[src/rtl/verinject_pkg.sv]
// Shared constants for the verinject fault-injection blocks.
// Mode and FSM encodings plus a vector-width helper.
package verinject_pkg;

  localparam int VJ_STATE_W = 32;

  localparam logic [1:0] VJ_MODE_OFF       = 2'd0;
  localparam logic [1:0] VJ_MODE_TRANSIENT = 2'd1;
  localparam logic [1:0] VJ_MODE_HOLD      = 2'd2;
  localparam logic [1:0] VJ_MODE_STICKY    = 2'd3;

  localparam logic [0:0] VJ_ST_IDLE   = 1'b0;
  localparam logic [0:0] VJ_ST_ACTIVE = 1'b1;

  function automatic int vj_width(int l, int r);
    return (l > r) ? (l - r + 1) : (r - l + 1);
  endfunction

endpackage

[src/rtl/verinject_burst_mask_gen.sv]
// Burst mask: bits k..k+BURST-1 counted from the LSB end.
// Bits past the MSB are dropped rather than wrapped.
module verinject_burst_mask_gen
  import verinject_pkg::*;
#(
  parameter  int LEFT  = 0,
  parameter  int RIGHT = 0,
  parameter  int BURST = 1,
  localparam int W     = vj_width(LEFT, RIGHT)
) (
  input  logic [VJ_STATE_W-1:0] offset_i,
  input  logic                  in_window_i,
  output logic [W-1:0]          mask_o
);

  logic [VJ_STATE_W:0] lo;
  logic [VJ_STATE_W:0] hi;

  assign lo = {1'b0, offset_i};
  assign hi = lo + (VJ_STATE_W+1)'(BURST);

  always_comb begin
    mask_o = '0;
    for (int i = 0; i < W; i++) begin
      if (in_window_i
          && ((VJ_STATE_W+1)'(i) >= lo)
          && ((VJ_STATE_W+1)'(i) < hi))
        mask_o[i] = 1'b1;
    end
  end

endmodule

[src/rtl/verinject_ff_burst_injector.sv]
// Flip-flop fault injector: XORs a burst mask onto one register output
// for one cycle, a held count of cycles, or until the next write.
module verinject_ff_burst_injector
  import verinject_pkg::*;
#(
  parameter  int          LEFT    = 0,
  parameter  int          RIGHT   = 0,
  parameter  int unsigned P_START = 0,
  parameter  int          BURST   = 1,
  parameter  int          HOLD_W  = 8,
  localparam int          W       = vj_width(LEFT, RIGHT)
) (
  input  logic                  clock,
  input  logic                  reset_n,
  input  logic                  do_write,
  input  logic [LEFT:RIGHT]     unmodified,
  output logic [LEFT:RIGHT]     modified,
  input  logic [VJ_STATE_W-1:0] verinject__injector_state,
  input  logic [1:0]            inject_mode,
  input  logic [HOLD_W-1:0]     hold_cycles,
  output logic                  active,
  output logic [15:0]           inject_count
);

  logic [0:0]            fsm_q, fsm_d;
  logic [1:0]            mode_q, mode_d;
  logic [W-1:0]          mask_q, mask_d;
  logic [HOLD_W-1:0]     hold_q, hold_d;
  logic [VJ_STATE_W-1:0] last_q;
  logic [15:0]           cnt_q, cnt_d;

  logic [VJ_STATE_W:0]   st_x, lo_x, hi_x;
  logic [VJ_STATE_W-1:0] offset;
  logic                  in_win;
  logic                  trigger;
  logic [W-1:0]          mask_new;
  logic [HOLD_W-1:0]     hold_load;

  // 33-bit window so a P_START near the top cannot wrap to zero
  assign st_x   = {1'b0, verinject__injector_state};
  assign lo_x   = (VJ_STATE_W+1)'(P_START);
  assign hi_x   = lo_x + (VJ_STATE_W+1)'(W);
  assign in_win = (st_x >= lo_x) && (st_x < hi_x);
  assign offset = verinject__injector_state - VJ_STATE_W'(P_START);

  verinject_burst_mask_gen #(
    .LEFT  (LEFT),
    .RIGHT (RIGHT),
    .BURST (BURST)
  ) u_mask (
    .offset_i    (offset),
    .in_window_i (in_win),
    .mask_o      (mask_new)
  );

  assign trigger = (inject_mode != VJ_MODE_OFF)
                && in_win
                && (verinject__injector_state != last_q)
                && (fsm_q == VJ_ST_IDLE);

  always_comb begin
    hold_load = HOLD_W'(1);
    if (inject_mode == VJ_MODE_HOLD && hold_cycles != '0)
      hold_load = hold_cycles;
  end

  always_comb begin
    fsm_d  = fsm_q;
    mode_d = mode_q;
    mask_d = mask_q;
    hold_d = hold_q;
    cnt_d  = cnt_q;
    unique case (1'b1)
      (fsm_q == VJ_ST_IDLE): begin
        mask_d = '0;
        if (trigger) begin
          fsm_d  = VJ_ST_ACTIVE;
          mode_d = inject_mode;
          mask_d = mask_new;
          hold_d = hold_load;
          if (cnt_q != 16'hFFFF)
            cnt_d = cnt_q + 16'd1;
        end
      end
      (fsm_q == VJ_ST_ACTIVE): begin
        if (mode_q == VJ_MODE_STICKY) begin
          if (do_write) begin
            fsm_d  = VJ_ST_IDLE;
            mask_d = '0;
          end
        end else begin
          hold_d = hold_q - HOLD_W'(1);
          if (hold_q <= HOLD_W'(1)) begin
            fsm_d  = VJ_ST_IDLE;
            mask_d = '0;
            hold_d = '0;
          end
        end
      end
      default: begin
        fsm_d  = VJ_ST_IDLE;
        mask_d = '0;
      end
    endcase
  end

  always_ff @(posedge clock or negedge reset_n) begin
    if (!reset_n) begin
      fsm_q  <= VJ_ST_IDLE;
      mode_q <= VJ_MODE_OFF;
      mask_q <= '0;
      hold_q <= '0;
      last_q <= '1;
      cnt_q  <= '0;
    end else begin
      fsm_q  <= fsm_d;
      mode_q <= mode_d;
      mask_q <= mask_d;
      hold_q <= hold_d;
      last_q <= verinject__injector_state;
      cnt_q  <= cnt_d;
    end
  end

  assign modified     = unmodified ^ mask_q;
  assign active       = (fsm_q == VJ_ST_ACTIVE);
  assign inject_count = cnt_q;

endmodule

[config.mk]
export PLATFORM = sky130hd
export DESIGN_NAME = verinject_ff_burst_injector
export DESIGN_NICKNAME = d
export VERILOG_FILES = /design/src/rtl/verinject_pkg.sv /design/src/rtl/verinject_burst_mask_gen.sv /design/src/rtl/verinject_ff_burst_injector.sv
export SDC_FILE = /design/constraint.sdc
export NUM_CORES = 1
export LEC_CHECK = 0
export ABC_CLOCK_PERIOD_IN_PS = 2200
export CELL_PAD_IN_SITES_DETAIL_PLACEMENT = 1
export CELL_PAD_IN_SITES_GLOBAL_PLACEMENT = 1
export CORE_MARGIN = 5
export CORE_UTILIZATION = 36
export DETAILED_ROUTE_END_ITERATION = 8
export PLACE_DENSITY = 0.85
export SLEW_MARGIN = 20
export SYNTH_ARGS = -nofsm -noshare
export SYNTH_HDL_FRONTEND = slang
export SYNTH_SLANG_ARGS = --single-unit
export TNS_END_PERCENT = 30
[constraint.sdc]
create_clock -name clock -period 2.2 [get_ports clock]
set_input_delay 0.33 -clock clock [delete_from_list [all_inputs] [get_ports clock]]
set_output_delay 0.33 -clock clock [all_outputs]
set_load 0.005 [all_outputs]
==> flow_summary_export.csv <==
group,metric,value,unit
run_status,status,"finished with violations",
run_status,violations,"hold timing, setup timing",
route,wl_per_cell,20.83,um
sta,setup_viol,14,
worst_setup_path,start_kind,"primary input",
synthesis,ys_seq_area_frac,0.4529,
pwr,power_frac_seq,0.471,
cts,path_clk_slew,0.08,ns
synthesis,syn_nets,393,
die,die_h,107.2,um
global_routing,antenna_found_initial,0,
global_routing,grt_first_pass_wirelength,20.09,mm
job,maxCapViolCount,0,
sta,finalHoldViolations,2,
route,drc_errors,0,
route,viasPerCell,5.551,
synthesis,synthArstFlopShare,1.000,
global_routing,grt_pass1_vias,3667,
cts,cts_buffer_depth,2,
die,fp.coreArea,0.009240,mm2
die,initial_utilization,0.3683,
finish,nets,541,
sta,report.final.slew_viol_count,0,
cts,clk_latency,0.33,ns
sta,fin_crit_sh,1.019,
pwr,p_leak,0.002293,uW
sta,worst_pin_slew,0.6218,ns
route,dr.pass1.iters,4,
finish,design_area,0.005219,mm2
route,wl,13.00,mm
route,postRouteAntennaNets,0,
cts,ctsHtreeMaxLevel,3,
sta,fmax,445.9,MHz
worst_setup_path,cp.arrival,2.50,ns
die,io_pins,64,
worst_setup_path,crit_path_end_kind,"register",
pwr,p_int,1791,uW
sta,relSlewSlack,0.5855,
finish,seqCellArea,0.001541,mm2
synthesis,netlist_area,0.003403,mm2
die,die-width,107.2,um
cts,cts.sinks,60,
finish,nFillCells,1018,
pwr,powerDensity,478.8,mW/mm2
pwr,switching_share,0.2834,
worst_hold_path,hp-class,"primary input to asynchronous set/reset pin",
place,hpwl,8.783,mm
pwr,ir_drop,0.0003483,V
synthesis,yosysWarnings,0,
pwr,pwr-share-comb,0.167,
sta,setup_tns,-0.3061,ns
synthesis,ys_ff_latch,60,
finish,n_antenna_cell,0,
sta,fin_crit,2.243,ns
pwr,p_switching,708.1,uW
global_routing,track_usage,0.2235,
place,preCtsSetupSlack,-0.7049,ns
worst_setup_path,cp_max_fo,7,
route,num_vias,3464,
die,num_rows,35,
sta,rsz0062_at_grt,"yes",
worst_setup_path,crit_required,2.46,ns
synthesis,yosysUniqueCellTypes,54,
die,dieArea,0.01150,mm2
synthesis,ys.flop_type,"dfstp_2",
finish,multi_input_area,0.002033,mm2
global_routing,gr-total-overflow,0,
place,gp_congestion,0.8931,
place,place_area,0.004766,mm2
sta,whs,-0.002894,ns
sta,fin_skew,0.01602,ns
finish,syn2layout_area_growth,53.35,%
cts,cts-root-buf,"clkbuf_8",
synthesis,postSynthAreaPerCell,9.951,um2
cts,cts_buffers,9,
cts,cts_tree,"built",
route,drtIter0Drc,133,
sta,worst_slack,-0.04279,ns
pwr,power.share.clock,0.362,
global_routing,grt_start_max_net_pins,61,
finish,drive_above_1_share,0.3697,
synthesis,synth_edf_count,0,
synthesis,syn_inst,342,
place,port_buffers,63,
worst_setup_path,timing_worst_setup_path_type,"primary input to register",
==> worst paths after layout <==
kind	slack [ns]	start	end	cells after the start
min in group clock	0.31	verinject__injector_state[8]	last_q[8]	1
max in group asynchronous	1.85	reset_n	last_q[12]	2
worst max register to register	0	active	inject_count[6]	9
worst max-delay path	-0.04	verinject__injector_state[20]	inject_count[6]	10
worst min-delay path	-0.003	reset_n	hold_q[7]	2
worst min register to register	0.50	inject_count[9]	inject_count[9]	1
==> power by group through the flow <==
| stage | sequential [uW] | clock, uW | combinational, uW |
|---|---|---|---|
| after floorplan | 1190 | 0 | 115 |
| after global placement | 1190 | 0 | 376 |
| after global routing | 1180 | 964 | 441 |
| after CTS | 1180 | 918 | 399 |
| after detailed placement | 1200 | 0 | 389 |
| final | 1180 | 905 | 416 |
==> kinds of logic after synthesis <==
logic type	count (synthesis)	share of synthesized area
xor gates and xnor gates	50	0.1287
muxes	6	0.01948
AOI/OAI and AO/OA	53	0.1099
buffers and inverters	22	0.02757
and+or+nand+nor	146	0.2430
adders and majority gates	5	0.01838
DFF	60	0.4529
==> through the flow <==
stage,instances,power [uW],utilization
3_3_place_gp,604,1568,0.5158
6_report,624,2499,0.5648
2_1_floorplan,342,1306,-
3_5_place_dp,604,1584,0.5158
4_1_cts,623,2494,0.5491
5_1_grt,624,2585,0.5648
==> registers in the layout, summed over array words and instances, names as in the netlist <==
register and flops:
inject_count 16, mode_q 2, active 1, last_q 32, hold_q 8, mask_q 1
==> metal layers <==
metal	vias up	global-route usage	wire, um
met3	35	0.04214	701
met4	0	0.09772	404
met5	-	0	0
met1	1758	0.2847	5302
met2	121	0.3682	6590
li1	1550	-	-
==> area by class of cell <==
| cell class | count | share of cell area |
|---|---|---|
| clock buffers | 13 | 0.02853 |
| clock inverters | 3 | 0.002877 |
| inverters | 9 | 0.006473 |
| multi-input cells | 261 | 0.3896 |
| flip-flops and latches | 60 | 0.2954 |
| well taps | 129 | 0.03093 |
| repair buffers | 149 | 0.2462 |
==> critical path: stages <==
cell and delay [ns]:
clkdlybuf4s50_1 0.44, nor4_2 0.28, buf_4 0.15, nand4_1 0.16
nor3_2 0.30, o21ai_2 0.14, a31o_4 0.28, buf_4 0.15
nor2_1 0.11, xor2_1 0.16
==> cells in the final DEF (no fill, tap or decap), drive strengths merged, types with 7 or more instances in the layout <==
cell type,instances
o21ai,10
nor2,21
clkbuf,15
a21oi,10
inv,9
nor3,15
nand4,16
buf,87
dfrtp,28
dlygate4sd2,14
a22o,8
dfstp,32
nor4,21
nand2,27
nand3,14
clkdlybuf4s50,39
xor2,47
and3,7
==> cells in the mapped netlist, drive strengths merged, types with 3 or more instances <==
| master | count | area [um2] |
|---|---|---|
| a31oi | 3 | 18.77 |
| buf | 9 | 45.04 |
| nand3 | 14 | 70.07 |
| o21ai | 10 | 50.04 |
| dfstp | 32 | 840.8 |
| nor4 | 21 | 152.6 |
| nand4 | 16 | 121.4 |
| ha | 5 | 62.56 |
| and4 | 4 | 35.03 |
| a22o | 8 | 70.07 |
| xnor2 | 3 | 26.28 |
| nand2b | 5 | 31.28 |
| nor2 | 21 | 78.83 |
| or3 | 3 | 18.77 |
| mux2 | 5 | 56.30 |
| a21oi | 10 | 50.05 |
| o31ai | 4 | 30.03 |
| dfrtp | 28 | 700.7 |
| inv | 9 | 33.78 |
| and3 | 7 | 43.79 |
| xor2 | 47 | 411.6 |
| nand2 | 27 | 101.4 |
| clkbuf | 4 | 15.01 |
| o211ai | 3 | 22.52 |
| nor3 | 15 | 75.07 |
==> repair_timing <==
item / 4_1_cts / 5_1_grt
gates resized for setup: 44 / 43
pin swaps: 8 / 15
endpoints found under the setup margin: 27 / 26
setup buffers: 2 / 1
gates cloned: 1 / 0
hold buffers: 0 / 0
Note: power is estimated with default switching activity, not from simulation.
